$ cat src/rtl/exec_sequencer_pkg.sv
// Shared types for the execution sequencer: FSM state encoding and the
// default no-operation instruction (addi x0, x0, 0).
package exec_seq_pkg;

  typedef enum logic [1:0] {
    IDLE    = 2'd0,
    RUN     = 2'd1,
    REPORT  = 2'd2,
    WAIT_TX = 2'd3
  } seq_state_e;

  localparam logic [31:0] NOOP_ADDI = 32'h0000_0013;

endpackage

$ cat src/rtl/exec_sequencer_instr_fifo.sv
// Instruction buffer: power-of-two synchronous FIFO with extra-MSB pointers.
// Push is accepted only when not full before any same-cycle pop.
module instr_fifo #(
  parameter int INST_W     = 32,
  parameter int FIFO_DEPTH = 4
) (
  input  logic                          clk,
  input  logic                          rst,
  input  logic                          push_i,
  input  logic [INST_W-1:0]             data_i,
  input  logic                          pop_i,
  output logic [INST_W-1:0]             data_o,
  output logic                          full_o,
  output logic                          empty_o,
  output logic [$clog2(FIFO_DEPTH):0]   count_o
);

  localparam int AW = $clog2(FIFO_DEPTH);

  logic [AW:0]        wr_ptr_q, wr_ptr_d;
  logic [AW:0]        rd_ptr_q, rd_ptr_d;
  logic [INST_W-1:0]  mem_q [FIFO_DEPTH];
  logic               push_ok;
  logic               pop_ok;

  // Same index with differing wrap bits means the writer lapped the reader.
  assign full_o  = (wr_ptr_q[AW] != rd_ptr_q[AW]) && (wr_ptr_q[AW-1:0] == rd_ptr_q[AW-1:0]);
  assign empty_o = (wr_ptr_q == rd_ptr_q);
  assign count_o = wr_ptr_q - rd_ptr_q;

  assign push_ok  = push_i && !full_o;
  assign pop_ok   = pop_i && !empty_o;
  assign wr_ptr_d = wr_ptr_q + {{AW{1'b0}}, push_ok};
  assign rd_ptr_d = rd_ptr_q + {{AW{1'b0}}, pop_ok};
  assign data_o   = mem_q[rd_ptr_q[AW-1:0]];

  always_ff @(posedge clk or posedge rst) begin
    if (rst) begin
      wr_ptr_q <= '0;
      rd_ptr_q <= '0;
    end else begin
      wr_ptr_q <= wr_ptr_d;
      rd_ptr_q <= rd_ptr_d;
    end
  end

  always_ff @(posedge clk) begin
    if (push_ok) begin
      mem_q[wr_ptr_q[AW-1:0]] <= data_i;
    end
  end

endmodule

$ cat src/rtl/exec_sequencer.sv
// Buffers received instructions, gates a clk12/2 processor clock around each
// one and requests a regfile dump per batch. EXEC_SEQ_SEND_EACH_EN: dump after every instruction.
module exec_sequencer
  import exec_seq_pkg::*;
#(
  parameter int                INST_W        = 32,
  parameter int                FIFO_DEPTH    = 4,
  parameter int                RUN_CYCLES    = 10,
  parameter int                INJECT_CYCLES = 3,
  parameter logic [INST_W-1:0] NOOP          = INST_W'(NOOP_ADDI)
) (
  input  logic                        clk12,
  input  logic                        rst,
  input  logic                        inst_in_valid,
  input  logic [INST_W-1:0]           inst_in,
  output logic                        inst_in_ready,
  input  logic                        tx_ready,
  output logic                        clk_proc,
  output logic [INST_W-1:0]           inst_out,
  output logic                        send_regfile,
  output logic                        busy,
  output logic                        overflow,
  output logic [$clog2(FIFO_DEPTH):0] fifo_count
);

  localparam int CW = $clog2(RUN_CYCLES + 1);
`ifdef EXEC_SEQ_SEND_EACH_EN
  localparam bit SEND_EACH = 1'b1;
`else
  localparam bit SEND_EACH = 1'b0;
`endif

  seq_state_e        state_q, state_d;
  logic              div_q;
  logic              run_en_q, run_en_d;
  logic [CW-1:0]     cnt_q, cnt_d;
  logic [INST_W-1:0] cur_inst_q, cur_inst_d;
  logic              tx_low_seen_q, tx_low_seen_d;
  logic              overflow_q;

  logic              fifo_pop;
  logic              fifo_full;
  logic              fifo_empty;
  logic [INST_W-1:0] fifo_data;

  instr_fifo #(
    .INST_W     (INST_W),
    .FIFO_DEPTH (FIFO_DEPTH)
  ) u_fifo (
    .clk     (clk12),
    .rst     (rst),
    .push_i  (inst_in_valid),
    .data_i  (inst_in),
    .pop_i   (fifo_pop),
    .data_o  (fifo_data),
    .full_o  (fifo_full),
    .empty_o (fifo_empty),
    .count_o (fifo_count)
  );

  always_ff @(posedge clk12 or posedge rst) begin
    if (rst) begin
      state_q       <= IDLE;
      div_q         <= 1'b0;
      run_en_q      <= 1'b0;
      cnt_q         <= '0;
      cur_inst_q    <= NOOP;
      tx_low_seen_q <= 1'b0;
      overflow_q    <= 1'b0;
    end else begin
      state_q       <= state_d;
      div_q         <= ~div_q;
      run_en_q      <= run_en_d;
      cnt_q         <= cnt_d;
      cur_inst_q    <= cur_inst_d;
      tx_low_seen_q <= tx_low_seen_d;
      if (inst_in_valid && fifo_full) begin
        overflow_q <= 1'b1;
      end
    end
  end

  // run_en only moves when div is 0 (about to rise), so clk_proc stays high across it.
  always_comb begin
    state_d       = state_q;
    run_en_d      = run_en_q;
    cnt_d         = cnt_q;
    cur_inst_d    = cur_inst_q;
    tx_low_seen_d = tx_low_seen_q;
    fifo_pop      = 1'b0;
    case (state_q)
      IDLE: begin
        if (!fifo_empty && !div_q) begin
          fifo_pop   = 1'b1;
          cur_inst_d = fifo_data;
          cnt_d      = '0;
          run_en_d   = 1'b1;
          state_d    = RUN;
        end
      end
      RUN: begin
        if (cnt_q == CW'(RUN_CYCLES - 1)) begin
          if (SEND_EACH || fifo_empty) begin
            run_en_d = 1'b0;
            state_d  = REPORT;
          end else begin
            fifo_pop   = 1'b1;
            cur_inst_d = fifo_data;
            cnt_d      = '0;
          end
        end else begin
          cnt_d = cnt_q + 1'b1;
        end
      end
      REPORT: begin
        tx_low_seen_d = 1'b0;
        state_d       = WAIT_TX;
      end
      WAIT_TX: begin
        if (!tx_ready) begin
          tx_low_seen_d = 1'b1;
        end else if (tx_low_seen_q) begin
          tx_low_seen_d = 1'b0;
          state_d       = IDLE;
        end
      end
      default: state_d = IDLE;
    endcase
  end

  always_comb begin
    clk_proc     = run_en_q ? div_q : 1'b1;
    inst_out     = NOOP;
    if ((state_q == RUN) && (cnt_q < CW'(INJECT_CYCLES))) begin
      inst_out = cur_inst_q;
    end
    send_regfile = (state_q == REPORT);
    busy         = (state_q != IDLE) || !fifo_empty;
  end

  assign inst_in_ready = !fifo_full;
  assign overflow      = overflow_q;

endmodule

$ cat config.mk
export PLATFORM = sky130hd
export DESIGN_NAME = exec_sequencer
export DESIGN_NICKNAME = d
export VERILOG_FILES = /design/src/rtl/exec_sequencer_pkg.sv /design/src/rtl/exec_sequencer_instr_fifo.sv /design/src/rtl/exec_sequencer.sv
export SDC_FILE = /design/constraint.sdc
export NUM_CORES = 1
export LEC_CHECK = 0
export CAP_MARGIN = 10
export CELL_PAD_IN_SITES_DETAIL_PLACEMENT = 2
export CELL_PAD_IN_SITES_GLOBAL_PLACEMENT = 2
export CORE_UTILIZATION = 38
export CTS_CLUSTER_DIAMETER = 50
export CTS_CLUSTER_SIZE = 30
export DETAILED_ROUTE_END_ITERATION = 8
export PLACE_DENSITY = 0.76
export RECOVER_POWER = 50
export SYNTH_ARGS = -nofsm -noshare
export SYNTH_HDL_FRONTEND = slang
export SYNTH_SLANG_ARGS = --single-unit
$ cat constraint.sdc
create_clock -name clk12 -period 3.4 [get_ports clk12]
set_clock_uncertainty 0.1 [all_clocks]
set_input_delay 0.85 -clock clk12 [delete_from_list [all_inputs] [get_ports clk12]]
set_output_delay 0.85 -clock clk12 [all_outputs]
set_load 0.01 [all_outputs]
==> summary.md <==
| Metric | Value |
|---|---|
| Worst-path clk slew | 0.06 ns |
| CTS tree | yes |
| Clock root cell | clkbuf_16 |
| Cell Int Power | 5690 uW |
| Multi-input gate area | 1870 um2 |
| Flop pwr share | 40.0% |
| First-pass GRT wire length | 25.4 mm |
| WL/cell | 23.3 um |
| Pwr per Cell Area | 943 nW/um2 |
| Congestion Overflow GR | 0 |
| Vias in the first global route | 4,208 |
| Hold Path Origin | overflow |
| Worst-margin pin slew | 1.40 ns |
| Post-Synthesis Cells | 369 |
| Reg area | 5050 um2 |
| Peak supply drop | 390 uV |
| Critical Path Source | cnt_q[0] |
| Sw power | 2590 uW |
| Worst EP required | 2.45 ns |
| CP Max Fanout | 9 |
| I/O pin count | 76 |
| Placer Congestion | 0.709 |
| Die height | 138 um |
| Comb power frac | 36.9% |
| Antenna-violating nets left | 0 |
| Inserted Clock Buffers | 17 |
| DP HPWL | 10.5 mm |
| Slew headroom | 6.42% |
| Initial DRC count | 171 |
| Post-route clock period utilization | 98.4% |
| Initial antenna violation count | 4 |
| # setup viols final | 0 |
| Worst-path cell chain | ha_1 -> nand2b_4 -> nor3_4 -> buf_4 -> buf_4 -> and2_1 -> clkdlybuf4s50_1 |
| Slew Viols, Final | 0 |
| Final Cell Area | 8790 um2 |
| Startpoint Class | flop |
| # clock sinks | 176 |
| Synth unique cells | 43 |
| Placed Area | 8140 um2 |
| Register bit total from synthesis | 176 |
| Crit-path max cell delay | 0.53 ns |
| Min cycle time layout | 3.34 ns |
| Initial Utilization | 39.0% |
| Htree depth | 4 |
| Slowest cell on crit path | clkdlybuf4s50_1 |
| Final setup margin | 0.0553 ns |
| Max_cap viols | 0 |
| WL final | 16.6 mm |
| F_max | 0.299 GHz |
| Pre-CTS setup slack | 0.435 ns |
| Post-Syn Area per Cell | 19.1 um2 |
| Fill cell count | 1,614 |
| Layout cell share with drive strength beyond 1 | 25.5% |
| Ys Warns | 0 |
| Final Power | 8280 uW |
| DRT Pass-1 Iters | 4 |
| WS Path Type | flop to output pin |
| Hold Fails Final Rpt | 0 |
| Worst-Skew Late Latency | 0.42 ns |
| Buffers on Ports | 75 |
| Clock power share | 23.1% |
| Post-synth net total | 419 |
| Die Footprint | 19,100 um2 |
| Hold Buf Count CTS | 0 |
| Area Growth Syn to Fin | 25.0% |
| Core area | 18,000 um2 |
| Mapped Area | 7030 um2 |
| Nets | 520 |
| Critical path arrival | 2.39 ns |
| Largest net degree at the start of global routing | 34 |
| Reg2reg start | u_fifo.wr_ptr_q[0] |
| Bufs on Longest Clock Path | 2 |
| Sw Ratio | 31.3% |
| Sequential share of the synthesized area | 71.8% |
| GRT Total Usage | 18.1% |
| Leak Pwr | 0.00321 uW |
| CP most frequent cell | buf_4 |
| Vias | 3,683 |
| Vias per inst | 5.16 |
| Die Width | 138 um |
| # DRC | 0 |
| Outcome | finished clean |
| Crit. End Element | output pin |
| Worst Hold Class | flop to flop |
| Num rows | 49 |
==> kinds of logic (layout without fill, tap and decap cells) <==
logic type / count (synthesis) / count (layout) / share of synthesized area (%)
flip-flops: 176 / 176 / 71.8
multiplexers: 68 / 68 / 16.0
AND/OR/NAND/NOR: 59 / 59 / 4.96
buffers and inverters: 29 / 143 / 1.96
AO/OA/AOI/OAI: 19 / 19 / 2.10
adder cells (fa/ha/maj): 14 / 14 / 2.60
XOR/XNOR: 4 / 4 / 0.605
other: 0 / 2 / 0
==> layer usage <==
layer / share of wire (%) / GRT usage [%] / wire [um] / up-vias
li1: - / - / - / 1621
met1: 43 / 23.5 / 7100 / 1957
met2: 52 / 30.3 / 8650 / 86
met3: 3.9 / 3.84 / 653 / 15
met4: 1.0 / 6.07 / 173 / 4
met5: 0.18 / 0 / 30 / -
==> repair_timing <==
item | CTS | global route
gates cloned | 0 | 2
setup buffers | 0 | 6
resized for setup | 3 | 9
endpoints found under the setup margin | 18 | 30
==> synth_stat cells, drive strengths merged <==
cell,instances,area share (%)
o31ai,1,0.11
or4,1,0.11
o22a,1,0.12
a32oi,1,0.12
a31oi,1,0.089
or2,1,0.089
a21oi,6,0.43
edfxtp,128,55
buf,8,0.84
dfstp,3,1.1
o21bai,1,0.11
a21o,1,0.11
a211o,1,0.12
nand2,7,0.37
clkbuf,8,0.43
nand3,3,0.21
nor2b,1,0.089
nand3b,1,0.28
nor2,6,0.36
a211oi,2,0.39
and3,2,0.18
mux2i,2,0.28
or3,1,0.089
nand4,1,0.089
inv,13,0.69
and2,29,2.6
a22oi,1,0.18
o21ai,1,0.071
ha,13,2.3
nand2b,5,0.44
dfrtp,45,16
nor3,1,0.071
xor2,4,0.61
mux2,34,5.4
mux4,32,10
o2bb2ai,1,0.12
a2111oi,1,0.12
fa,1,0.28
==> power groups by stage <==
stage	Sequential, uW	Clock, uW	Combinational (uW)
6_report	3310	1920	3050
4_1_cts	3340	1960	3020
2_1_floorplan	3210	0	1850
5_1_grt	3380	2030	3310
3_3_place_gp	3300	0	2820
3_5_place_dp	3370	0	2970
==> worst paths after layout <==
kind | depth (start not counted) | endpoint | slack [ns]
max | 7 | inst_out[6] | 0.06
min | 1 | overflow | 0.38
max reg2reg | 5 | u_fifo.mem_q[2][20] | 0.75
min reg2reg | 1 | overflow | 0.38
max in group asynchronous | 3 | cnt_q[0] | 0.54
min in group asynchronous | 2 | cur_inst_q[26] | 0.86
==> critical path, delay by kind of cell (launching register included) <==
kind,cells,cell delay [ns]
adders and majority gates,1,0.24
buffers and inverters,3,0.86
DFF,1,0.44
and+or+nand+nor,3,0.43
==> cell usage in the layout (no fill, tap or decap), types with 2 or more instances in the layout <==
cell and count:
a21oi_1 6, and2_1 29, and3_2 2, buf_12 2, buf_4 15, buf_6 2
bufinv_16 2, clkbuf_1 9, clkbuf_16 17, clkbuf_8 3, clkdlybuf4s50_1 37, clkinvlp_4 2
dfrtp_1 42, dfrtp_2 3, dfstp_2 3, diode_2 2, dlygate4sd3_1 35, dlymetal6s2s_1 3
edfxtp_1 128, ha_1 13, inv_1 12, mux2_1 5, mux2_2 29, mux2i_1 2
mux4_2 32, nand2_1 7, nand2b_1 4, nand3_1 3, nor2_1 3, nor2_4 2
xor2_1 4
==> stage by stage <==
stage                     setup TNS [ns]  hold WS [ns]  instances  util [%]
after detailed placement               0         0.374        672      45.2
after floorplan                    -8.46         0.340        369         -
after global placement                 0         0.364        672      45.2
final                                  0         0.378        714      48.8
after CTS                              0         0.389        704      48.4
after global routing              -0.627         0.406        713      48.7
==> sequential cells by signal, indices dropped and copies added, names as in the netlist, 2 cells and up <==
name / flops
cnt_q: 4
state_q: 2
u_fifo.mem_q: 128
cur_inst_q: 32
u_fifo.wr_ptr_q: 3
u_fifo.rd_ptr_q: 3
==> final cells by class <==
type,instances,share of cell area (%)
Antenna cell,2,0.0570
Clock inverter,6,0.954
Sequential cell,176,57.5
Multi-Input combinational cell,164,21.3
Timing Repair Buffer,98,10.8
Clock buffer,26,5.57
Inverter,13,0.555
Tap cell,229,3.26
Power figures use the tool's default switching activity.
==> RTL change (config.mk and constraints unchanged) <==
Change the parameter `RUN_CYCLES` from 10 to 12.
--- a/src/rtl/exec_sequencer.sv
+++ b/src/rtl/exec_sequencer.sv
@@ -5,7 +5,7 @@
 #(
   parameter int                INST_W        = 32,
   parameter int                FIFO_DEPTH    = 4,
-  parameter int                RUN_CYCLES    = 10,
+  parameter int                RUN_CYCLES    = 12,
   parameter int                INJECT_CYCLES = 3,
   parameter logic [INST_W-1:0] NOOP          = INST_W'(NOOP_ADDI)
 ) (
Function: same outputs for any inputs over 10 cycles, from zero or initial values and one cycle with rst high; that may be too few to reach the edited logic, so the function may still have changed.
==> RTL change against the unedited design <==
- sequential cell count unchanged
- register-to-register slack got worse by 0.33 ns
- area after synthesis about the same
- global-route usage increased by 0.68 points
- design area is 0.27% higher
- count of clock-buffer cells in the layout decreased by 7
- power decreased by 3.0%
- worst hold slack lost 0.0086 ns
- worst setup slack gained 0.032 ns
- synthesized cell count is 0.27% lower
- via count is 1.7% lower
- routed wire length fell by 2.6%
- sequential power down 1%
- largest power group unchanged
==> RTL change: results (changes against the unedited design) <==
----------------------------------------------------
[Setup path]
  Data arrival time of the critical path ... 2.36 ns (-0.03 ns)
  R2R cell count ... 7 (+2)
  Worst reg-to-reg setup slack ... 0.42 ns (-0.33 ns)
  Capture point of the worst path ... inst_out[15]
  CP max FO ... 14 (+5)

[Layout]
  Final design instance area without fill ... 8810 sq um (+0.27%)
  Bufs w/o clock ... 94 (-4.1%)
  Filler cells ... 1659 (+2.8%)
  Fraction of final layout cells with drive strength greater than 1 ... 0.263 (+0.00839)
  Final Non-Filler Cells ... 710 (-0.56%)
  Multi-Input Combinational ... 165 (+0.61%)
  Fraction of area in clock buffers and inverters ... 0.0639 (-0.00131)

[Route]
  Routed length on met1 ... 6.89 mm (-3.0%)
  Average wire per standard cell ... 22.8 microns (-2.1%)
  Routed via count divided by cell count ... 5.10 (-1.1%)

[GRT]
  Global-route wire length before repair ... 24.9 mm (-1.9%)
  Total GRT Usage ... 0.188 (+0.00682)
  Met3 Usage GRT ... 0.0545 (+0.0160)

[Logic synthesis]
  Sequential share of the synthesized area ... 0.718 (about the same)
  List of most frequent post-synthesis cells ... sky130_fd_sc_hd__edfxtp_1, sky130_fd_sc_hd__dfrtp_1, sky130_fd_sc_hd__mux4_2, sky130_fd_sc_hd__and2_1, sky130_fd_sc_hd__mux2_2
  Distinct cells, synth ... 38 (-12%)

[STA]
  Transition time at the pin with the least slew margin ... 1.10 ns (-0.299 ns)

[Power and ir drop]
  Static leakage ... 3.55 nW (+10%)

[Placed design]
  Place WS ... 0.357 ns (-0.0782 ns)
  DP HPWL ... 10.2 mm (-2.5%)

[Run status]
  Status ... finished, final reports clean

[CTS]
  Number of gates resized after cts ... 9 (+6)

----------------------------------------------------
## RTL change: changes by cell type in the layout (fill, tap and decap cells not counted), sizes merged, moves of 2 or more
cell	before	now
clkdlybuf4s50	37	16
dlymetal6s2s	3	24
clkbuf	30	22
clkinv	2	10
a21oi	6	3
buf	19	16
and2	29	31
mux2i	2	4
o21ai	1	3
o2bb2ai	1	3
xnor2	0	2
## RTL change: cells by family (layout without fill, tap and decap cells)
| family | count (synthesis) | in the layout | share of synthesized area |
|---|---|---|---|
| flops | 176 | 176 | 0.718 |
| mux | 69 | 69 | 0.161 |
| simple gates | 63 | 63 | 0.0532 |
| buf+inv | 27 | 138 | 0.0187 |
| compound gates | 15 | 15 | 0.0171 |
| fa+ha+maj | 13 | 13 | 0.0242 |
| xor+xnor | 5 | 5 | 0.00730 |
| other cells | 0 | 2 | 0 |
